## config.mk

```make
export PLATFORM = sky130hd
export DESIGN_NAME = mpdmac_cfg
export DESIGN_NICKNAME = d
export VERILOG_FILES = /design/src/rtl/mpdmac_cfg.sv
export SDC_FILE = /design/constraint.sdc
export NUM_CORES = 1
export LEC_CHECK = 0
export ABC_AREA = 1
export CAP_MARGIN = 20
export CORE_MARGIN = 2
export CORE_UTILIZATION = 40
export CTS_BUF_LIST = sky130_fd_sc_hd__clkbuf_2
export DETAILED_ROUTE_END_ITERATION = 6
export PLACE_DENSITY = 0.75
export REMOVE_ABC_BUFFERS = 1
export SYNTH_ARGS = -nofsm -noshare
export SYNTH_HDL_FRONTEND = slang
export SYNTH_SLANG_ARGS = --single-unit
```

## constraint.sdc

```tcl
create_clock -name clk -period 2.38 [get_ports clk]
set_clock_uncertainty 0.15 [all_clocks]
set_input_delay 0.714 -clock clk [delete_from_list [all_inputs] [get_ports clk]]
set_output_delay 0.714 -clock clk [all_outputs]
set_load 0.01 [all_outputs]
```

## src/rtl/mpdmac_cfg.sv

```systemverilog
`timescale 1ns/1ps
// mpdmac_cfg
// APB configuration/status block for the mirror-padding DMA engine.
// Holds SRC/DST/WIDTH SFRs, issues a one-cycle start pulse, tracks completion
// through the engine's done level and reports it through a maskable interrupt.
//
// Build option: define MPDMAC_IRQ_EN to implement INT_STATUS, INT_ENABLE and
// irq_o. Without it those registers read 0, ignore writes and irq_o is 0.
//
// Handshake: APB with zero wait states. pready_o is tied high, so every access
// phase (psel_i & penable_i) completes in one cycle. Read data is captured in
// the setup phase (psel_i & !penable_i) and held until the next setup phase;
// writes commit on the access phase and are visible from the next cycle.
//
// The busy flag is a two-state FSM (IDLE/BUSY); its state is exposed through
// STATUS.bit1 for observation.

module mpdmac_cfg #(
  parameter logic [31:0] VERSION = 32'h0001_2024
) (
  input  logic        clk,
  input  logic        rst_n,
  input  logic        psel_i,
  input  logic        penable_i,
  input  logic [11:0] paddr_i,
  input  logic        pwrite_i,
  input  logic [31:0] pwdata_i,
  output logic        pready_o,
  output logic [31:0] prdata_o,
  output logic [31:0] src_addr_o,
  output logic [31:0] dst_addr_o,
  output logic [5:0]  mat_width_o,
  output logic        start_o,
  input  logic        done_i,
  output logic        irq_o
);

  // Word offsets (byte address >> 2).
  localparam logic [9:0] A_VERSION = 10'h000;
  localparam logic [9:0] A_SRC     = 10'h040;
  localparam logic [9:0] A_DST     = 10'h041;
  localparam logic [9:0] A_WIDTH   = 10'h042;
  localparam logic [9:0] A_START   = 10'h043;
  localparam logic [9:0] A_STATUS  = 10'h044;
  localparam logic [9:0] A_ISTAT   = 10'h045;
  localparam logic [9:0] A_IEN     = 10'h046;

  // Smallest source width the engine can pad.
  localparam logic [5:0] MIN_WIDTH = 6'd3;

  typedef enum logic {
    ST_IDLE = 1'b0,
    ST_BUSY = 1'b1
  } state_e;

  state_e      state_q, state_d;
  logic [31:0] src_q, src_d;
  logic [31:0] dst_q, dst_d;
  logic [5:0]  width_q, width_d;
  logic        rej_q, rej_d;
  logic        start_q, start_d;
  logic        done_q;
  logic [31:0] prdata_q, prdata_d;

  logic [9:0]  word_addr;
  logic        setup_phase;
  logic        wr_access;
  logic        start_req;
  logic        done_rise;
  logic        start_rej;
  logic        xfer_done;
  logic        busy;
  logic [31:0] rdata;
  logic [1:0]  int_status_rd;
  logic [1:0]  int_en_rd;

  logic        unused_addr;

  assign word_addr   = paddr_i[11:2];
  assign unused_addr = ^paddr_i[1:0];
  assign setup_phase = psel_i & ~penable_i;
  assign wr_access   = psel_i & penable_i & pwrite_i;
  assign start_req   = wr_access & (word_addr == A_START) & pwdata_i[0];
  // Only a fresh rising edge of done counts; done_q resets high so the
  // engine's reset-high done is not mistaken for a completion.
  assign done_rise   = done_i & ~done_q;
  assign busy        = (state_q == ST_BUSY);

  assign pready_o    = 1'b1;
  assign prdata_o    = prdata_q;
  assign src_addr_o  = src_q;
  assign dst_addr_o  = dst_q;
  assign mat_width_o = width_q;
  assign start_o     = start_q;

  // Configuration SFR write decode; writes are allowed while busy because the
  // engine samples these only on the start pulse.
  always_comb begin
    src_d   = src_q;
    dst_d   = dst_q;
    width_d = width_q;
    if (wr_access) begin
      case (word_addr)
        A_SRC:   src_d   = pwdata_i;
        A_DST:   dst_d   = pwdata_i;
        A_WIDTH: width_d = pwdata_i[5:0];
        default: ;
      endcase
    end
  end

  // Busy FSM: start acceptance/rejection and completion detection.
  always_comb begin
    state_d   = state_q;
    start_d   = 1'b0;
    rej_d     = rej_q;
    start_rej = 1'b0;
    xfer_done = 1'b0;
    case (state_q)
      ST_IDLE: begin
        if (start_req) begin
          if (done_i && (width_q >= MIN_WIDTH)) begin
            state_d = ST_BUSY;
            start_d = 1'b1;
            rej_d   = 1'b0;
          end else begin
            rej_d     = 1'b1;
            start_rej = 1'b1;
          end
        end
      end
      ST_BUSY: begin
        // busy covers the cycle between start_o and the engine dropping done,
        // so a back-to-back request lands here and is rejected.
        if (start_req) begin
          rej_d     = 1'b1;
          start_rej = 1'b1;
        end
        if (done_rise) begin
          state_d   = ST_IDLE;
          xfer_done = 1'b1;
        end
      end
      default: state_d = ST_IDLE;
    endcase
  end

  // Read mux; unmapped and write-only offsets return 0.
  always_comb begin
    rdata = 32'd0;
    case (word_addr)
      A_VERSION: rdata = VERSION;
      A_SRC:     rdata = src_q;
      A_DST:     rdata = dst_q;
      A_WIDTH:   rdata = {26'd0, width_q};
      A_STATUS:  rdata = {29'd0, rej_q, busy, done_i};
      A_ISTAT:   rdata = {30'd0, int_status_rd};
      A_IEN:     rdata = {30'd0, int_en_rd};
      default:   rdata = 32'd0;
    endcase
  end

  // Read data is captured in the setup phase and held otherwise.
  always_comb begin
    prdata_d = prdata_q;
    if (setup_phase) begin
      prdata_d = rdata;
    end
  end

  // Core state registers.
  always_ff @(posedge clk) begin
    if (!rst_n) begin
      state_q  <= ST_IDLE;
      src_q    <= 32'd0;
      dst_q    <= 32'd0;
      width_q  <= 6'd0;
      rej_q    <= 1'b0;
      start_q  <= 1'b0;
      done_q   <= 1'b1;
      prdata_q <= 32'd0;
    end else begin
      state_q  <= state_d;
      src_q    <= src_d;
      dst_q    <= dst_d;
      width_q  <= width_d;
      rej_q    <= rej_d;
      start_q  <= start_d;
      done_q   <= done_i;
      prdata_q <= prdata_d;
    end
  end

`ifdef MPDMAC_IRQ_EN
  logic [1:0] int_status_q, int_status_d;
  logic [1:0] int_en_q, int_en_d;
  logic       irq_q;

  // Interrupt status W1C with set-wins priority, plus enable register.
  always_comb begin
    int_status_d = int_status_q;
    int_en_d     = int_en_q;
    if (wr_access && (word_addr == A_ISTAT)) begin
      int_status_d = int_status_q & ~pwdata_i[1:0];
    end
    if (wr_access && (word_addr == A_IEN)) begin
      int_en_d = pwdata_i[1:0];
    end
    int_status_d = int_status_d | {start_rej, xfer_done};
  end

  // Interrupt registers; irq_o lags INT_STATUS by one cycle.
  always_ff @(posedge clk) begin
    if (!rst_n) begin
      int_status_q <= 2'b00;
      int_en_q     <= 2'b00;
      irq_q        <= 1'b0;
    end else begin
      int_status_q <= int_status_d;
      int_en_q     <= int_en_d;
      irq_q        <= |(int_status_q & int_en_q);
    end
  end

  assign int_status_rd = int_status_q;
  assign int_en_rd     = int_en_q;
  assign irq_o         = irq_q;
`else
  logic unused_evt;

  assign unused_evt    = start_rej ^ xfer_done;
  assign int_status_rd = 2'b00;
  assign int_en_rd     = 2'b00;
  assign irq_o         = 1'b0;
`endif

endmodule

```

Word level (Yosys, flattened, before mapping)
Cells that the tools add are included.

Register bits after elaboration: 106. Latch bits: 0. RAM bits: 0. Memory bits (read-only): 0. Input port bits: 50. Memories kept: 0.

Add/sub/neg operators: 0. Multipliers: 0. Divide/modulo/power cells: 0. Magnitude comparators: 1. Equality and inequality tests: 7. Shifts and indexed selects: 0. Multiplexer cells: 9. Bitwise operators: 10. Reductions and logical operators: 7.

Operators by type and width (count): one-hot mux 32 bit (5 select lines) (1); == test 10 x 7 -> 1 bit (second input constant) (5); zero test 10 bit (1); AND reduction 2 bit (4); bitwise AND 1 bit (6); >= comparator 6 x 2 -> 1 bit (second input constant) (1); two-way mux 1 bit (6); inverter 1 bit (4); one-hot mux 1 bit (2 select lines) (2); inequality test 2 x 1 -> 1 bit (second input constant) (1); inequality test 2 bit (second input constant) (1); OR reduction 2 bit (1); logical AND 1 bit (1).

Logic depth before layout (Yosys ltp)
Gate-level depths: netlist of the first run.

Depth after elaboration: 6. Depth in mapped cells: 10. Gate-level depth less buffers: 9.

Worst setup path before layout of the first run
OpenSTA, ideal clock, no wires.

Path type: input -> register. Start point: input paddr_i[7]. End point: register src_q[10] (netlist: src_addr_o[10]). Arrival: 1.847 ns. Data required time: 2.114 ns. Setup slack: 0.267 ns. Cell stages on the path: 9. Path buffers: 2. Cell sequence: nor2_1 -> nand2_2 -> nor2_8 -> nand2_2 -> or2_1 -> buf_4 -> buf_6 -> o21ai_1 -> a21oi_1.

Longest elaborated chain between the ends: 2.

Ends and longest elaborated chain: from (decl) (RTL line 25) `input logic [11:0] paddr_i,`; == test 10 x 7 -> 1 bit (RTL line 103) `case (word_addr)`; AND reduction 2 bit (no line); to (signal assigned) (RTL line 184) `src_q <= src_d;`; to (decl) (RTL line 57) `logic [31:0] src_q, src_d;`.

Every way passes these cells. A chain may end at the register's enable or synchronous reset.

Final worst setup path of the first run
Start point: input paddr_i[5]. End point: register dst_q[23] (netlist: dst_addr_o[23]).

Longest elaborated chain between the ends: 2.

Ends and longest elaborated chain: == test 10 x 7 -> 1 bit (RTL line 103); AND reduction 2 bit (no line); to (signal assigned) (RTL line 185) `dst_q <= dst_d;`; to (decl) (RTL line 58) `logic [31:0] dst_q, dst_d;`.

Every way passes these cells.

==> impl_metrics.csv, run 1 <==
group,metric,value,unit
critical_path,critPathBufInv,4,
critical_path,cp-start-kind,"input port",
synth,syn_inst,591,
floorplan,die-area,11830,sq um
timing,period_minus_slack,2172,ps
critical_path,r2r_start,"mat_width_o[1]",
synth,synth_area_per_cell,7.427,sq um
timing,hold_viol_final,0,
synth,synth_area_leaders,"dfxtp_1 (48%), a21oi_1 (12%), o21ai_0 (7.2%)",
synth,async_reset_ff_frac,0,
synth,yosys_register_bits,106,
detailed_routing,drt_pre_antenna_iters,5,
critical_path,crit_family,"buffers and inverters",
hold_path,hold_class,"flop to flop",
synth,seq_area_frac_synth,0.4835,
synth,yosys.area.top_type_share,0.4835,
layout,fin_area,6795,sq um
floorplan,boundaryPins,155,
timing,fin_crit_sh,0.9125,
layout,drive_above_1_share,0.2603,
power_and_ir_drop,vdd_drop_max,0.2866,mV
synth,ys_types,23,
floorplan,rows,38,
layout,n_fill_cell,942,
run,max-cap-violations,0,
grt,grt_max_degree,47,
layout,n_antenna_cell,0,
detailed_routing,drt-initial-drc-count,253,
placement,gp_congestion,0.8416,
synth,synth_ff_type,"dfxtp_1",
floorplan,initial_core_util,0.4067,
clock_tree,clockBufferDepth,2,
critical_path,critPathArrivalTime,2490,ps
clock_tree,cts.clk_slew.worst_paths,270,ps
synth,post-synth-top-count-cell,"dfxtp_1",
hold_path,hold_start,"prdata_o[9]",
critical_path,crit_type,"input port to flop",
critical_path,required,2700,ps
clock_tree,hold_buffers,0,
layout,nets,844,
layout,syn_to_final_growth,54.82,%
critical_path,worstReg2RegEnd,"busy",
detailed_routing,ant_nets,0,
clock_tree,htree_levels,3,
timing,slew_headroom,0.6598,
detailed_routing,vias,4758,
placement,portBuffers,150,
clock_tree,cts_tree,"done",
critical_path,cp_slowest_cell,"clkdlybuf4s50_1",
floorplan,design.core.area,10790,sq um
critical_path,r2r_cells,7,
detailed_routing,drt-total-wl,13920,um
grt,gr-total-overflow,0,
grt,grt_usage,0.2390,
synth,netlist.top_cell.by_area,"dfxtp_1",
clock_tree,clock_latency,560,ps
critical_path,cp_max_fo,22,
critical_path,path_cells,"clkdlybuf4s50_1, nor2_2, nand2_2, nor2_8, buf_4, nand2_1, nor2_2, inv_2, buf_12, o21ai_0, a21oi_1",
timing,rsz0062_at_grt,"false",
timing,report.final.slew_viol_count,0,
timing,max_freq,460.5,MHz
placement,hpwl,9068,um
synth,yosysWarnings,0,
clock_tree,root_buffer,"clkbuf_2",
placement,placed_area,6192,sq um
detailed_routing,viasPerCell,5.067,
synth,synth_edf_count,0,
critical_path,slowest_delay,440,ps
grt,antenna_found_initial,0,
timing,setup_viol,0,
grt,first_global_vias,4637,
critical_path,setup.worst_path.end_class,"flop",
run_status,status,"completed",
floorplan,die_x,108.8,um
clock_tree,cts_buffers,9,
clock_tree,cts_sinks,106,
hold_path,holdPathEnd,"prdata_o[9]",
grt,grt_pass1_wl,22220,um
critical_path,cp_common_cell,"nor2_2",
hold_path,holdPathStages,2,
timing,worst_slew_pin_slew,509.7,ps
synth,synth_common_cells,"dfxtp_1 (106), a21oi_1 (102), inv_1 (79)",
detailed_routing,drt-wirelength-per-cell,14.82,um
power_and_ir_drop,p_per_area,431.8,nW/um^2
synth,synth.cell_area,4389,sq um
layout,postLayoutCoreUtil,0.6296,
critical_path,rrSetupSlack,1190,ps
power_and_ir_drop,leakagePower,3.490,nW
detailed_routing,drc,0,
floorplan,fp.dieH,108.8,um
[cells in the final DEF (no fill, tap or decap), types with 2 or more instances in the layout]
cell / count
a21oi_1: 102
dfxtp_2: 96
inv_1: 79
nand2_1: 77
buf_4: 76
dlygate4sd2_1: 74
o21ai_0: 63
nand3_1: 47
clkdlybuf4s50_1: 46
o21ai_1: 37
dlymetal6s2s_1: 29
nor2_1: 16
clkbuf_2: 10
dfxtp_1: 9
buf_12: 7
nor2_4: 3
nor2_2: 3
nand2_2: 3
nor3_1: 3
nand4_1: 3
o211ai_1: 2
conb_1: 2
bufinv_16: 2
clkinv_2: 2
[flip-flops by register name (all words and copies together) (netlist names)]
| register | flops |
|---|---|
| mat_width_o | 6 |
| done_q | 1 |
| start_o | 1 |
| prdata_o | 32 |
| dst_addr_o | 32 |
| src_addr_o | 32 |
| busy | 1 |
| rej_q | 1 |
[worst max-delay path by stage]
stage | startpoint | to | slack, ps | depth (start not counted)
detailed placement | paddr_i[5] | src_addr_o[27] | -350 | 9
floorplan | paddr_i[11] | src_addr_o[0] | -650 | 7
global placement | paddr_i[5] | src_addr_o[3] | -280 | 9
finish | paddr_i[5] | dst_addr_o[23] | 210 | 11
global route | mat_width_o[0] | mat_width_o[0] | 140 | 1
CTS | src_addr_o[11] | src_addr_o[11] | 0.9 | 1
[per-layer routing]
metal	routed length (um)	GRT usage	vias up
met4	239	0.07784	0
met1	5850	0.2919	2198
met2	6930	0.4232	191
met5	0	0	-
met3	897	0.04423	24
li1	-	-	2345
[through the flow]
| stage | std cells | hold slack (ps) | setup slack [ps] | power, mW | TNS (ps) |
|---|---|---|---|---|---|
| final | 939 | 327.4 | 208.2 | 2.935 | 0 |
| after global routing | 939 | 346.8 | 136.3 | 3.056 | 0 |
| after CTS | 933 | 325.8 | 0.9304 | 2.953 | 0 |
| after detailed placement | 874 | 303.9 | -348.4 | 2.047 | -27840 |
| after global placement | 874 | 299.8 | -284.5 | 2.043 | -21250 |
| after floorplan | 550 | 303.1 | -645.8 | 1.886 | -48560 |
[area by class of cell]
class                   instances  area [sq um]  share of cell area
flip-flops and latches        106          2246              0.3305
repair buffers                233          2187              0.3219
multi-input cells             364          1755              0.2583
inverters                      80         300.3             0.04419
well taps                     140         175.2             0.02578
clock inverters                 6         81.33             0.01197
clock buffers                  10         50.05            0.007365
[worst reg2reg max path: stages, from the launching register on]
cell,delay [ps]
dfxtp_2,400
buf_4,120
nand2_1,50
nand3_1,80
nand2_1,50
nor2_1,140
nand2_1,90
nand2_1,70
[cells by family (layout without fill, tap and decap cells)]
group,count (synthesis),in the layout,synth area share
flops,106,106,0.4835
buf+inv,121,329,0.1183
simple gates,158,158,0.1628
compound gates,204,204,0.2338
other cells,2,2,0.001711
[power breakdown]
part / internal [mW] / switching [mW]
Sequential: 1.78 / 0.000738
Clock: 0.344 / 0.578
Combinational: 0.111 / 0.122
[timing repair]
| action | 4_1_cts | 5_1_grt |
|---|---|---|
| resized for setup | 170 | 31 |
| buffers inserted | 43 | 6 |
| cloned | 0 | 0 |
| setup endpoints to repair | 101 | 29 |
(Power assumes the default switching activity.)
==> run 2: changes to the inputs <==
clock period = 2.57 ns   (was 2.38 ns; I/O delays follow)
==> run 2 against run 1 <==
Critical path depth is 10 lower. Clock power is 9.2% lower. Worst setup slack worse by 110 ps. Largest cell class unchanged. Flip-flop and latch count stayed put. Global-route usage is 1.9 points lower. Sequential share of layout area is 0.80 points higher. Sequential power is 7% lower. Routed wire length is 6.1% lower. First-iteration DRC count is 19% higher. Cell area is 6.8% lower.
==> impl_metrics.csv, run 2 (synthesis results as in run 1) <==
group,metric,value,unit
run_status,status,"completed",
clock_tree,cts_buffers,9,
critical_path,cp_max_fo,3,
layout,regArea,2145,sq um
grt,first_global_vias,4174,
floorplan,die-area,11830,sq um
floorplan,boundaryPins,155,
timing,worst_slew_pin_slew,511.2,ps
floorplan,design.core.area,10790,sq um
run,max-cap-violations,0,
layout,mostFrequentLayoutCell,"clkdlybuf4s50_1",
detailed_routing,vias,4517,
power_and_ir_drop,intPower,2.065,mW
placement,place_inst,871,
timing,setup-tns-final,0,ps
placement,gp_congestion,0.8524,
detailed_routing,ant_nets,0,
placement,hpwl,9120,um
grt,antenna_found_initial,0,
clock_tree,cts_sinks,106,
layout,instances_no_fill,886,
floorplan,rows,38,
timing,fin_crit_sh,0.9601,
timing,rsz0062_at_grt,"false",
clock_tree,htree_levels,3,
power_and_ir_drop,p_comb_frac,0.080,
detailed_routing,drt-total-wl,13070,um
clock_tree,cts_tree,"done",
detailed_routing,drt_pre_antenna_iters,4,
critical_path,crit_type,"flop to output port",
timing,setup_viol,0,
grt,grt_usage,0.2198,
timing,report.final.slew_viol_count,0,
timing,slew_headroom,0.6588,
detailed_routing,drt-wirelength-per-cell,14.75,um
clock_tree,clockBufferDepth,2,
layout,layout_common_cells,"clkdlybuf4s50_1 (148), a21oi_1 (102), dfxtp_1 (88), inv_1 (79), nand2_1 (77)",
power_and_ir_drop,p_per_area,427.3,nW/um^2
detailed_routing,viasPerCell,5.098,
clock_tree,clock_latency,560,ps
clock_tree,cts.clk_slew.worst_paths,270,ps
critical_path,cp-start-kind,"flop",
layout,syn_to_final_growth,44.33,%
grt,gr-total-overflow,0,
power_and_ir_drop,clkPwrFrac,0.310,
floorplan,fp.dieH,108.8,um
layout,n_antenna_cell,0,
layout,n_fill_cell,995,
clock_tree,hold_buffers,0,
clock_tree,root_buffer,"clkbuf_2",
layout,nets,792,
power_and_ir_drop,p_seq_frac,0.610,
critical_path,setup.worst_path.end_class,"output port",
detailed_routing,drc,0,
critical_path,cp_slowest_cell,"clkdlybuf4s50_1",
critical_path,critPathArrivalTime,1550,ps
critical_path,crit_family,"buffers and inverters",
floorplan,initial_core_util,0.4067,
power_and_ir_drop,p_sw_frac,0.2371,
power_and_ir_drop,vdd_drop_max,0.2290,mV
layout,drive_above_1_share,0.1032,
critical_path,critPathBufInv,1,
power_and_ir_drop,leakagePower,2.288,nW
timing,hold_viol_final,0,
power_and_ir_drop,p_sw,641.6,uW
timing,max_freq,405.3,MHz
critical_path,slowest_delay,570,ps
layout,multi_input_area,1755,sq um
critical_path,required,1650,ps
hold_path,hold_class,"flop to flop",
detailed_routing,drt-initial-drc-count,300,
critical_path,path_cells,"clkdlybuf4s50_1",
grt,grt_pass1_wl,20310,um
placement,portBuffers,150,
floorplan,die_x,108.8,um
timing,period_minus_slack,2467,ps
grt,grt_max_degree,47,
timing,holdWs,325.3,ps
-- run 2: changes by cell type in the layout (fill, tap and decap cells not counted), sizes merged --
cell	before	now
dlymetal6s2s	29	1
dlygate4sd2	74	0
clkbuf	10	9
clkdlybuf4s50	46	148
buf	84	32
-- run 2: path summary, 6_finish.rpt --
path / depth (start not counted) / startpoint / to / slack, ps
worst max register to register: 5 / mat_width_o[2] / rej_q / 1410
worst min-delay path: 2 / src_addr_o[26] / src_addr_o[26] / 330
worst max-delay path: 1 / src_addr_o[27] / src_addr_o[27] / 100
worst min register to register: 2 / src_addr_o[26] / src_addr_o[26] / 330
-- run 2: final cells by class --
class | count | area share
flip-flops and latches | 106 | 0.3385
clock inverters | 6 | 0.01304
clock buffers | 9 | 0.007110
repair buffers | 181 | 0.2892
inverters | 80 | 0.04740
multi-input cells | 364 | 0.2771
well taps | 140 | 0.02765
-- run 2: routing by layer --
metal  global-route usage  share of wire  up-vias  wire, um
li1                     -              -     2244         -
met1               0.2788           0.43     2106      5600
met2               0.3759           0.50      150      6582
met3              0.04244          0.057       17       740
met4              0.07051          0.011        0       145
met5                    0              0        -         0
-- run 2: power groups by stage --
stage	clock, mW	combinational, mW	sequential [mW]
after CTS	0.864	0.215	1.65
after detailed placement	0	0.214	1.68
after global routing	0.931	0.234	1.65
after global placement	0	0.210	1.68
final	0.838	0.216	1.65
after floorplan	0	0.0643	1.68
-- run 2: what timing repair did --
action / CTS / global route
gates resized for setup: 0 / 19
buffers inserted: 0 / 0
endpoints found under the setup margin: 0 / 19
-- run 2: metrics by stage --
| step | worst slack [ps] | instance area, sq um | util | power [mW] |
|---|---|---|---|---|
| 2_1_floorplan | -512.8 | 4170 | - | 1.747 |
| 3_3_place_gp | -150.7 | 6182 | 0.5728 | 1.892 |
| 3_5_place_dp | -250.2 | 6182 | 0.5728 | 1.896 |
| 4_1_cts | 1.135 | 6310 | 0.5846 | 2.732 |
| 5_1_grt | 0.4083 | 6335 | 0.5869 | 2.819 |
| 6_report | 102.6 | 6335 | 0.5869 | 2.707 |
==> run 3: changes to the inputs <==
DONT_BUFFER_PORTS = 1   (was unset)
PLACE_DENSITY = 0.57   (was 0.75)
==> run 3 against run 2 <==
First-iteration DRC count down 27%. Register-to-register slack got worse by 40 ps. Cell area is 27% lower. Sequential power hardly changed. Combinational power down 55%. Worst setup slack improved by 480 ps. Critical endpoint is now dst_addr_o[20].
==> impl_metrics.csv, run 3 (synthesis results as in run 1) <==
group,metric,value,unit
detailed_routing,vias,3725,
clock_tree,cts.clk_slew.worst_paths,260,ps
detailed_routing,drt-total-wl,11950,um
layout,multi_input_area,1750,sq um
critical_path,critPathArrivalTime,2280,ps
layout,drive_above_1_share,0.06908,
power_and_ir_drop,p_sw_frac,0.2372,
floorplan,design.core.area,10790,sq um
floorplan,fp.dieH,108.8,um
timing,worst_slew_pin_slew,847.7,ps
grt,grt_max_degree,76,
critical_path,required,2860,ps
clock_tree,root_buffer,"clkbuf_2",
power_and_ir_drop,p_sw,622.0,uW
floorplan,rows,38,
detailed_routing,drc,0,
timing,max_freq,502.8,MHz
critical_path,cp_slowest_cell,"inv_2",
grt,grt_usage,0.2042,
timing,setup-tns-final,0,ps
placement,gp_congestion,0.7927,
detailed_routing,drt_pre_antenna_iters,4,
layout,mostFrequentLayoutCell,"dfxtp_1",
critical_path,cp_max_fo,52,
power_and_ir_drop,p_comb_frac,0.037,
grt,grt_pass1_wl,18610,um
layout,layout_common_cells,"dfxtp_1 (106), a21oi_1 (102), inv_1 (79), nand2_1 (77), o21ai_0 (63)",
layout,regArea,2122,sq um
timing,report.final.slew_viol_count,0,
layout,n_antenna_cell,0,
layout,n_fill_cell,1130,
critical_path,cp-start-kind,"input port",
power_and_ir_drop,leakagePower,1.603,nW
floorplan,initial_core_util,0.4067,
critical_path,critPathBufInv,1,
detailed_routing,viasPerCell,5.181,
layout,nets,624,
floorplan,boundaryPins,155,
power_and_ir_drop,intPower,2.001,mW
clock_tree,postCtsResizedCells,0,
critical_path,path_cells,"nor2_1, nand2_2, nor2_8, nand2_1, nor2_2, inv_2, o21ai_0, a21oi_1",
floorplan,die-area,11830,sq um
detailed_routing,ant_nets,0,
power_and_ir_drop,p_per_area,569.6,nW/um^2
placement,hpwl,7974,um
layout,syn_to_final_growth,4.903,%
timing,fin_crit_sh,0.7739,
detailed_routing,drt-initial-drc-count,218,
clock_tree,clockBufferDepth,2,
critical_path,setup.worst_path.end_class,"flop",
run,max-cap-violations,0,
timing,holdWs,129.4,ps
timing,worst_slack,581.2,ps
clock_tree,clock_latency,550,ps
power_and_ir_drop,vdd_drop_max,0.2175,mV
timing,rsz0062_at_grt,"false",
detailed_routing,drt-wirelength-per-cell,16.62,um
run_status,status,"completed",
clock_tree,cts_buffers,9,
grt,first_global_vias,3598,
critical_path,crit_family,"simple AND/OR/NAND/NOR gates",
placement,dp_worst_setup_slack,-56.73,ps
clock_tree,cts_setup_buffers,0,
timing,period_minus_slack,1989,ps
layout,fin_area,4604,sq um
clock_tree,cts_tree,"done",
grt,gr-total-overflow,0,
placement,placed_area,4438,sq um
power_and_ir_drop,finalPower,2.623,mW
floorplan,die_x,108.8,um
power_and_ir_drop,clkPwrFrac,0.332,
timing,setup_viol,0,
clock_tree,htree_levels,3,
clock_tree,hold_buffers,0,
clock_tree,cts_sinks,106,
timing,hold_viol_final,0,
placement,portBuffers,0,
critical_path,crit_type,"input port to flop",
critical_path,slowest_delay,330,ps
hold_path,hold_class,"input port to flop",
timing,slew_headroom,0.4340,
grt,antenna_found_initial,0,
power_and_ir_drop,p_seq_frac,0.631,
-- run 3: cell types whose count changed in the layout (fill, tap and decap cells not counted), sizes merged --
cell and delta:
clkinv +1, dlymetal6s2s -1, clkdlybuf4s50 -148, buf -19
-- run 3: cell type report --
cell class	instances	share of cell area
clock buffers	9	0.009783
inverters	80	0.06522
clock inverters	7	0.02038
well taps	140	0.03804
multi-input cells	364	0.3802
flip-flops and latches	106	0.4609
repair buffers	13	0.02554
-- run 3: per-stage QoR --
stage | utilization | cells
6_report | 0.4266 | 719
3_3_place_gp | 0.4112 | 702
3_5_place_dp | 0.4112 | 702
5_1_grt | 0.4266 | 719
4_1_cts | 0.4241 | 718
2_1_floorplan | - | 550
-- run 3: power by group through the flow --
| stage | Clock (mW) | Combinational (mW) | Sequential, mW |
|---|---|---|---|
| after floorplan | 0 | 0.0643 | 1.68 |
| after global placement | 0 | 0.0932 | 1.68 |
| after detailed placement | 0 | 0.0948 | 1.68 |
| after CTS | 0.904 | 0.0951 | 1.65 |
| after global routing | 0.972 | 0.113 | 1.66 |
| final | 0.870 | 0.0981 | 1.65 |
-- run 3: path summary, 6_finish.rpt --
path | start | endpoint | slack (ps) | cells after the start
setup / recovery | paddr_i[7] | dst_addr_o[20] | 580 | 8
setup reg to reg | mat_width_o[1] | busy | 1370 | 6
hold reg to reg | src_addr_o[31] | src_addr_o[31] | 370 | 2
hold / removal | rst_n | done_q | 130 | 1
-- run 3: routing by layer --
| layer | global-route usage | part of all wire | vias to the layer above | wire [um] |
|---|---|---|---|---|
| met5 | 0 | 0 | - | 0 |
| met1 | 0.2385 | 0.43 | 1699 | 5120 |
| met2 | 0.3384 | 0.46 | 114 | 5553 |
| met3 | 0.09205 | 0.098 | 8 | 1167 |
| li1 | - | - | 1904 | - |
| met4 | 0.05769 | 0.0092 | 0 | 110 |
-- run 3: worst register-to-register path, cell delays in order (launching register included) --
cell	delay [ps]
dfxtp_1	500
nand2_1	90
nand3_1	80
nand2_1	50
nor2_1	140
nand2_1	80
nand2_1	60
